$ cat src/rtl/ldpc_pkg.sv
// Shared definitions for the systematic (15,7) LDPC code: parity-check rows,
// column weights, decoder state encoding and the generator equations.
package ldpc_pkg;

    localparam int N = 15;
    localparam int K = 7;
    localparam int M = 8;

    // Row r holds the word bits that participate in check s_r (bit 0 = w0).
    localparam logic [M-1:0][N-1:0] H_ROWS = {
        15'h4045,   // s7: w0 w2 w6 w14
        15'h2067,   // s6: w0 w1 w2 w5 w6 w13
        15'h1076,   // s5: w1 w2 w4 w5 w6 w12
        15'h083B,   // s4: w0 w1 w3 w4 w5 w11
        15'h0458,   // s3: w3 w4 w6 w10
        15'h022C,   // s2: w2 w3 w5 w9
        15'h0116,   // s1: w1 w2 w4 w8
        15'h008B    // s0: w0 w1 w3 w7
    };

    localparam logic [N-1:0][2:0] COL_WEIGHT = {
        3'd1, 3'd1, 3'd1, 3'd1, 3'd1, 3'd1, 3'd1, 3'd1,
        3'd4, 3'd4, 3'd4, 3'd4, 3'd5, 3'd5, 3'd4
    };

    typedef enum logic [1:0] {
        IDLE  = 2'd0,
        CHECK = 2'd1,
        DONE  = 2'd2
    } dec_state_t;

    typedef struct packed {
        dec_state_t     state;
        logic [M-1:0]   syndrome;
    } dec_dbg_t;

    // Parity bit 7+r is the XOR of the info bits covered by check r.
    function automatic logic [N-1:0] ldpc_encode(input logic [K-1:0] info);
        logic [N-1:0] w;
        w = '0;
        w[K-1:0] = info;
        for (int r = 0; r < M; r++) begin
            w[K+r] = ^(H_ROWS[r][K-1:0] & info);
        end
        return w;
    endfunction

endpackage

$ cat src/rtl/ldpc_bitflip_decoder_if.sv
// Input/output handshake bundle of the bit-flipping decoder.
// valid/ready: a transfer happens on a rising edge where both are high; the
// source holds its payload stable while valid is high and ready is low.
interface ldpc_bitflip_decoder_if #(
    parameter int ITER_W = 4
) ();

    logic                     in_valid;
    logic                     in_ready;
    logic [ldpc_pkg::N-1:0]   in_word;
    logic                     out_valid;
    logic                     out_ready;
    logic [ldpc_pkg::K-1:0]   dout;
    logic                     dec_ok;
    logic [ITER_W-1:0]        dec_iter;

    modport master (
        output in_valid, in_word, out_ready,
        input  in_ready, out_valid, dout, dec_ok, dec_iter
    );

    modport slave (
        input  in_valid, in_word, out_ready,
        output in_ready, out_valid, dout, dec_ok, dec_iter
    );

endinterface

$ cat src/rtl/ldpc_flip_select.sv
// Combinational flip selection: syndrome of a word and the bit with the
// highest score 2*unsatisfied_checks - column_weight (ties to lowest index).
module ldpc_flip_select
    import ldpc_pkg::*;
(
    input  logic [N-1:0]       word,
    output logic [M-1:0]       syndrome,
    output logic [3:0]         cand_idx,
    output logic signed [4:0]  max_score,
    output logic               syn_zero
);

    logic signed [4:0] score [N];

    function automatic logic signed [4:0] bit_score(input logic [M-1:0] syn, input int j);
        logic [3:0]        cnt;
        logic signed [5:0] s6;
        cnt = '0;
        for (int r = 0; r < M; r++) begin
            cnt = cnt + {3'b000, syn[r] & H_ROWS[r][j]};
        end
        s6 = $signed({1'b0, cnt, 1'b0}) - $signed({3'b000, COL_WEIGHT[j]});
        return s6[4:0];
    endfunction

    always_comb begin
        for (int r = 0; r < M; r++) begin
            syndrome[r] = ^(word & H_ROWS[r]);
        end
    end

    assign syn_zero = ~|syndrome;

    always_comb begin
        for (int j = 0; j < N; j++) begin
            score[j] = bit_score(syndrome, j);
        end
    end

    // Strict greater-than keeps the earliest index on equal scores.
    always_comb begin
        cand_idx  = '0;
        max_score = score[0];
        for (int j = 1; j < N; j++) begin
            if (score[j] > max_score) begin
                max_score = score[j];
                cand_idx  = 4'(j);
            end
        end
    end

endmodule

$ cat src/rtl/ldpc_bitflip_decoder.sv
// Iterative hard-decision bit-flipping decoder for the (15,7) LDPC code:
// one word in flight, one flip per clock until the syndrome clears or the limit hits.
module ldpc_bitflip_decoder
    import ldpc_pkg::*;
#(
    parameter int MAX_ITER = 8,
    parameter int ITER_W   = 4
) (
    input  logic                      clk,
    input  logic                      rst_n,
    ldpc_bitflip_decoder_if.slave     bus,
    output dec_dbg_t                  dbg
);

    dec_state_t          state_q, state_d;
    logic [N-1:0]        word_q, word_d;
    logic [ITER_W-1:0]   iter_q, iter_d;
    logic                ok_q, ok_d;

    logic [M-1:0]        syndrome;
    logic [3:0]          cand_idx;
    logic signed [4:0]   max_score;
    logic                syn_zero;
    logic [N-1:0]        flip_mask;

    ldpc_flip_select u_flip_select (
        .word      (word_q),
        .syndrome  (syndrome),
        .cand_idx  (cand_idx),
        .max_score (max_score),
        .syn_zero  (syn_zero)
    );

    assign flip_mask = {{(N-1){1'b0}}, 1'b1} << cand_idx;

    always_comb begin
        state_d = state_q;
        word_d  = word_q;
        iter_d  = iter_q;
        ok_d    = ok_q;
        unique case (state_q)
            IDLE: begin
                if (bus.in_valid) begin
                    word_d  = bus.in_word;
                    iter_d  = '0;
                    ok_d    = 1'b0;
                    state_d = CHECK;
                end
            end
            CHECK: begin
                if (syn_zero) begin
                    ok_d    = 1'b1;
                    state_d = DONE;
                end else if ((iter_q == ITER_W'(MAX_ITER)) || (max_score <= 5'sd0)) begin
                    // No bit is more suspect than trusted, or the budget is spent.
                    ok_d    = 1'b0;
                    state_d = DONE;
                end else begin
                    word_d = word_q ^ flip_mask;
                    iter_d = iter_q + ITER_W'(1);
                end
            end
            DONE: begin
                if (bus.out_ready) begin
                    state_d = IDLE;
                end
            end
            default: state_d = IDLE;
        endcase
    end

    always_ff @(posedge clk or negedge rst_n) begin
        if (!rst_n) begin
            state_q <= IDLE;
            word_q  <= '0;
            iter_q  <= '0;
            ok_q    <= 1'b0;
        end else begin
            state_q <= state_d;
            word_q  <= word_d;
            iter_q  <= iter_d;
            ok_q    <= ok_d;
        end
    end

    // Result fields come straight from registers that do not move in DONE.
    assign bus.in_ready  = (state_q == IDLE);
    assign bus.out_valid = (state_q == DONE);
    assign bus.dout      = word_q[K-1:0];
    assign bus.dec_ok    = ok_q;
    assign bus.dec_iter  = iter_q;

    assign dbg.state    = state_q;
    assign dbg.syndrome = syndrome;

endmodule
$ cat src/flat_wrapper.sv
// flat-port wrapper written by rule: the top's interface ports become plain ports
module ldpc_bitflip_decoder_flat import ldpc_pkg::*;
#(
    parameter int MAX_ITER = 8,
    parameter int ITER_W   = 4
)
  (clk, rst_n, dbg, bus_in_valid, bus_in_word, bus_out_ready, bus_in_ready, bus_out_valid, bus_dout, bus_dec_ok, bus_dec_iter);
  ldpc_bitflip_decoder_if #(.ITER_W(ITER_W)) bus_i ();
  input  logic clk;
  input  logic rst_n;
  output dec_dbg_t dbg;
  input wire logic [$bits(bus_i.in_valid)-1:0] bus_in_valid;
  input wire logic [$bits(bus_i.in_word)-1:0] bus_in_word;
  input wire logic [$bits(bus_i.out_ready)-1:0] bus_out_ready;
  output wire logic [$bits(bus_i.in_ready)-1:0] bus_in_ready;
  output wire logic [$bits(bus_i.out_valid)-1:0] bus_out_valid;
  output wire logic [$bits(bus_i.dout)-1:0] bus_dout;
  output wire logic [$bits(bus_i.dec_ok)-1:0] bus_dec_ok;
  output wire logic [$bits(bus_i.dec_iter)-1:0] bus_dec_iter;
  assign bus_i.in_valid = bus_in_valid;
  assign bus_i.in_word = bus_in_word;
  assign bus_i.out_ready = bus_out_ready;
  assign bus_in_ready = bus_i.in_ready;
  assign bus_out_valid = bus_i.out_valid;
  assign bus_dout = bus_i.dout;
  assign bus_dec_ok = bus_i.dec_ok;
  assign bus_dec_iter = bus_i.dec_iter;
  ldpc_bitflip_decoder #(.MAX_ITER(MAX_ITER), .ITER_W(ITER_W)) u_core (.clk(clk), .rst_n(rst_n), .bus(bus_i), .dbg(dbg));
endmodule
$ cat config.mk
export PLATFORM = sky130hd
export DESIGN_NAME = ldpc_bitflip_decoder_flat
export DESIGN_NICKNAME = d
export VERILOG_FILES = /design/src/rtl/ldpc_pkg.sv /design/src/rtl/ldpc_bitflip_decoder_if.sv /design/src/rtl/ldpc_flip_select.sv /design/src/rtl/ldpc_bitflip_decoder.sv /design/src/flat_wrapper.sv
export SDC_FILE = /design/constraint.sdc
export NUM_CORES = 1
export LEC_CHECK = 0
export CORE_MARGIN = 2
export CORE_UTILIZATION = 40
export DETAILED_ROUTE_END_ITERATION = 16
export HOLD_SLACK_MARGIN = 0.15
export SYNTH_ARGS = -nofsm -noshare
export SYNTH_HDL_FRONTEND = slang
export SYNTH_SLANG_ARGS = --single-unit
$ cat constraint.sdc
create_clock -name clk -period 48.3 [get_ports clk]
set_input_delay 7.245 -clock clk [delete_from_list [all_inputs] [get_ports clk]]
set_output_delay 7.245 -clock clk [all_outputs]
set_load 0.005 [all_outputs]
==> summary.txt <==
Floorplan
  • Placeable Area: between 0.01 and 0.015 mm2
  • Starting Density: about two fifths
  • Die area: about 0.014 mm2
  • Die width: between 100 and 150 um
  • Row Count: 41
  • # IOs: 43
  • Die height: 117 um

Finish
  • Nets: approximately 790
  • Area grow syn2layout: 12.8%
  • Reg area: between 500 and 600 um2
  • Layout cells sized above 1: 5.84%
  • # fillers: about 1,300
  • Antenna cell count: 0
  • Multi-input gate area: between 0.004 and 0.005 mm2

Yosys
  • Yosys reg bits: 22
  • Syn avg cell area: slightly below 8 um2
  • Ys Warns: 0
  • Asr flop ratio synth: 100%
  • EDFF count, synth: 0
  • Mapped Area: a little over 0.005 mm2
  • Seq/Total Area, Yosys: between 10 and 15%
  • Synth Net Count: 761
  • Synth Instances: between 600 and 700
  • Post-synth cell types: between 80 and 90
  • Synth Flop Type: dfrtp_1

Drt
  • Drt first pass iters: 5
  • DR vias: 5,358
  • First DRT Iteration DRCs: just over 500
  • Post-DRT Antenna Nets: 0
  • DRC Markers: 0
  • DR vias/cell: between 6 and 7
  • Wire length per cell: between 15 and 20 um
  • Final wirelength: 16,000 um

Critical path
  • R2R setup slack: about 18 ns
  • R2R Path End: u_core.word_q[14]$_DFFE_PN0P_
  • Critical Path Sink: u_core.word_q[14]$_DFFE_PN0P_
  • Critical R2R Launch: u_core.word_q[3]$_DFFE_PN0P_
  • CP Max Fanout: 15
  • CP max stage cell: o221ai_1
  • Worst Setup SP: u_core.word_q[3]$_DFFE_PN0P_
  • Crit start category: flip-flop
  • Crit path DAT: about 30 ns
  • CP Class: flip-flop to flip-flop
  • Most used cell, CP: ha_1
  • Worst endpoint required time: just under 50 ns
  • Crit end category: flip-flop
  • R2R depth: 110
  • Crit-path max cell delay: a little over 0.8 ns

Clocking
  • Clock buffer depth: 2
  • H-tree depth: 1
  • CTS tree: built
  • CTS sink cnt: 22
  • Postcts setup bufs: 0
  • Post-CTS Resized: 0
  • CTS buffer count: 3
  • Clock latency on the worst-skew pair: 0.26 ns
  • Root Buffer: clkbuf_16
  • # hold bufs at CTS: 0
  • Clock slew at reported path FFs: about 0.07 ns

Timing
  • TNS Setup: 0 ns
  • Hold Fails Final Rpt: 0
  • Achievable Freq: 0.0334 GHz
  • Final worst path period share: a little over 60%
  • Max-slew headroom: a little over a quarter
  • RSZ-0062 raised after global routing: false
  • Tmin final: about 30 ns
  • Final setup vio count: 0
  • Tightest Pin Transition: approximately 1.1 ns
  • Slew Viols, Final: 0
  • Clock skew: 0.00447 ns

Run
  • Max-Cap Viols: 0

Outcome
  • Status: finished, final reports clean

Global route
  • Largest net degree at the start of global routing: 23
  • First-pass GRT wire length: 25,800 um
  • Antenna violations before repair: 0
  • Tot GR Track Use: about a quarter
  • Grt ovf: 0
  • Number of global-route vias before repair: ~5,100

Placed design
  • Final HPWL from detailed placement: about 13,000 um
  • Port bufs: 42
  • Final GP Congestion: around 0.9

Min path
  • Worst hold path type: flip-flop to flip-flop
-- area by class of cell --
cell class / instances / area share, %
clock buffer: 3 / 1.30
clock inverter: 1 / 0.522
inverter: 55 / 3.59
multi-input combinational: 556 / 73.2
sequential: 22 / 9.57
tap: 172 / 3.74
timing repair buffer: 48 / 8.09
-- cell families (layout without fill, tap and decap cells) --
kind of cell               after synthesis  in the layout  share of synthesized area, %
and+or+nand+nor                        223            223                          23.1
AOI/OAI and AO/OA                      213            213                          30.7
adders and majority gates               84             84                          22.2
buffers and inverters                   80            107                          6.63
xor gates and xnor gates                25             25                          4.29
DFF                                     22             22                          10.8
muxes                                   11             11                          2.21
-- sequential cells by signal, indices dropped and copies added, names as in the netlist --
name / cells
u_core.bus.dec_iter: 4
u_core.word_q: 15
u_core.state_q: 2
u_core.bus.dec_ok: 1
-- how the worst min path moves through the flow --
stage          slack, ns  cells after the start                               start                                 end
2_1_floorplan       0.49                      1  u_core.bus.dec_iter[3]$_DFFE_PN0P_  u_core.bus.dec_iter[3]$_DFFE_PN0P_
3_3_place_gp        0.49                      1  u_core.bus.dec_iter[3]$_DFFE_PN0P_  u_core.bus.dec_iter[3]$_DFFE_PN0P_
3_5_place_dp        0.50                      1  u_core.bus.dec_iter[3]$_DFFE_PN0P_  u_core.bus.dec_iter[3]$_DFFE_PN0P_
4_1_cts             0.51                      1  u_core.bus.dec_iter[3]$_DFFE_PN0P_  u_core.bus.dec_iter[3]$_DFFE_PN0P_
5_1_grt             0.53                      1  u_core.bus.dec_iter[3]$_DFFE_PN0P_  u_core.bus.dec_iter[3]$_DFFE_PN0P_
6_report            0.51                      1  u_core.bus.dec_iter[3]$_DFFE_PN0P_  u_core.bus.dec_iter[3]$_DFFE_PN0P_
-- cell usage after synthesis (all sizes together) (7+ instances only) --
library cell / instances / area share (%)
and2: 8 / 0.98
nor3b: 7 / 1.0
a211o: 7 / 1.2
a211oi: 8 / 1.5
dfrtp: 22 / 11
clkbuf: 13 / 0.96
o21a: 14 / 2.1
nand2b: 9 / 1.1
xnor2: 23 / 4.0
ha: 73 / 18
a21oi: 32 / 3.2
nor2b: 11 / 1.3
buf: 12 / 1.6
fa: 11 / 4.3
o21ai: 45 / 4.6
inv: 55 / 4.0
o211ai: 12 / 2.0
nor2: 43 / 3.3
mux2i: 9 / 1.8
nand3: 16 / 1.6
a31oi: 12 / 1.5
nor3: 19 / 2.0
o31ai: 11 / 1.7
nand4: 16 / 2.0
nand2: 55 / 4.1
-- worst max-delay path, delay by kind of cell, from the launching register on --
kind / cells / cell delay, ns
adder cells (fa/ha/maj): 17 / 5.32
AO/OA/AOI/OAI: 52 / 14.08
XOR/XNOR: 2 / 1.02
buffers and inverters: 11 / 1.48
multiplexers: 1 / 0.23
flip-flops: 1 / 0.49
AND/OR/NAND/NOR: 27 / 7.11
-- layout by cell type, fill, tap and decap left out, types with 11 or more instances in the layout --
cell,synthesis,final
ha_1,73,73
inv_1,54,54
nand2_1,54,54
nor2_1,42,42
o21ai_0,42,42
clkdlybuf4s50_1,0,42
a21oi_1,31,31
xnor2_1,23,23
dfrtp_1,22,22
nor3_1,18,18
nand4_1,16,16
nand3_1,16,16
o21a_1,14,14
a31oi_1,12,12
nor2b_1,11,11
fa_1,11,11
-- through the flow --
| step | utilization, % | instances | hold WS (ns) | cell area, um2 | setup slack [ns] |
|---|---|---|---|---|---|
| 6_report | 46.0 | 857 | 0.512 | 5750 | 18.39 |
| 3_5_place_dp | 45.1 | 853 | 0.505 | 5650 | 18.78 |
| 2_1_floorplan | - | 658 | 0.489 | 5100 | 23.28 |
| 4_1_cts | 46.0 | 857 | 0.513 | 5750 | 18.72 |
| 5_1_grt | 46.0 | 857 | 0.531 | 5750 | 16.01 |
| 3_3_place_gp | 45.1 | 853 | 0.494 | 5650 | 19.65 |
-- per-layer routing --
layer	track usage [%]	vias up	part of all wire, %
met4	7.37	0	3.1
met1	32.9	2566	46
met2	37.4	207	44
met3	3.71	39	6.7
met5	0	-	0
li1	-	2546	-
Power is left out: the tool's default activity adds up to more than one toggle a clock period on the data nets, which glitch-free logic cannot reach.
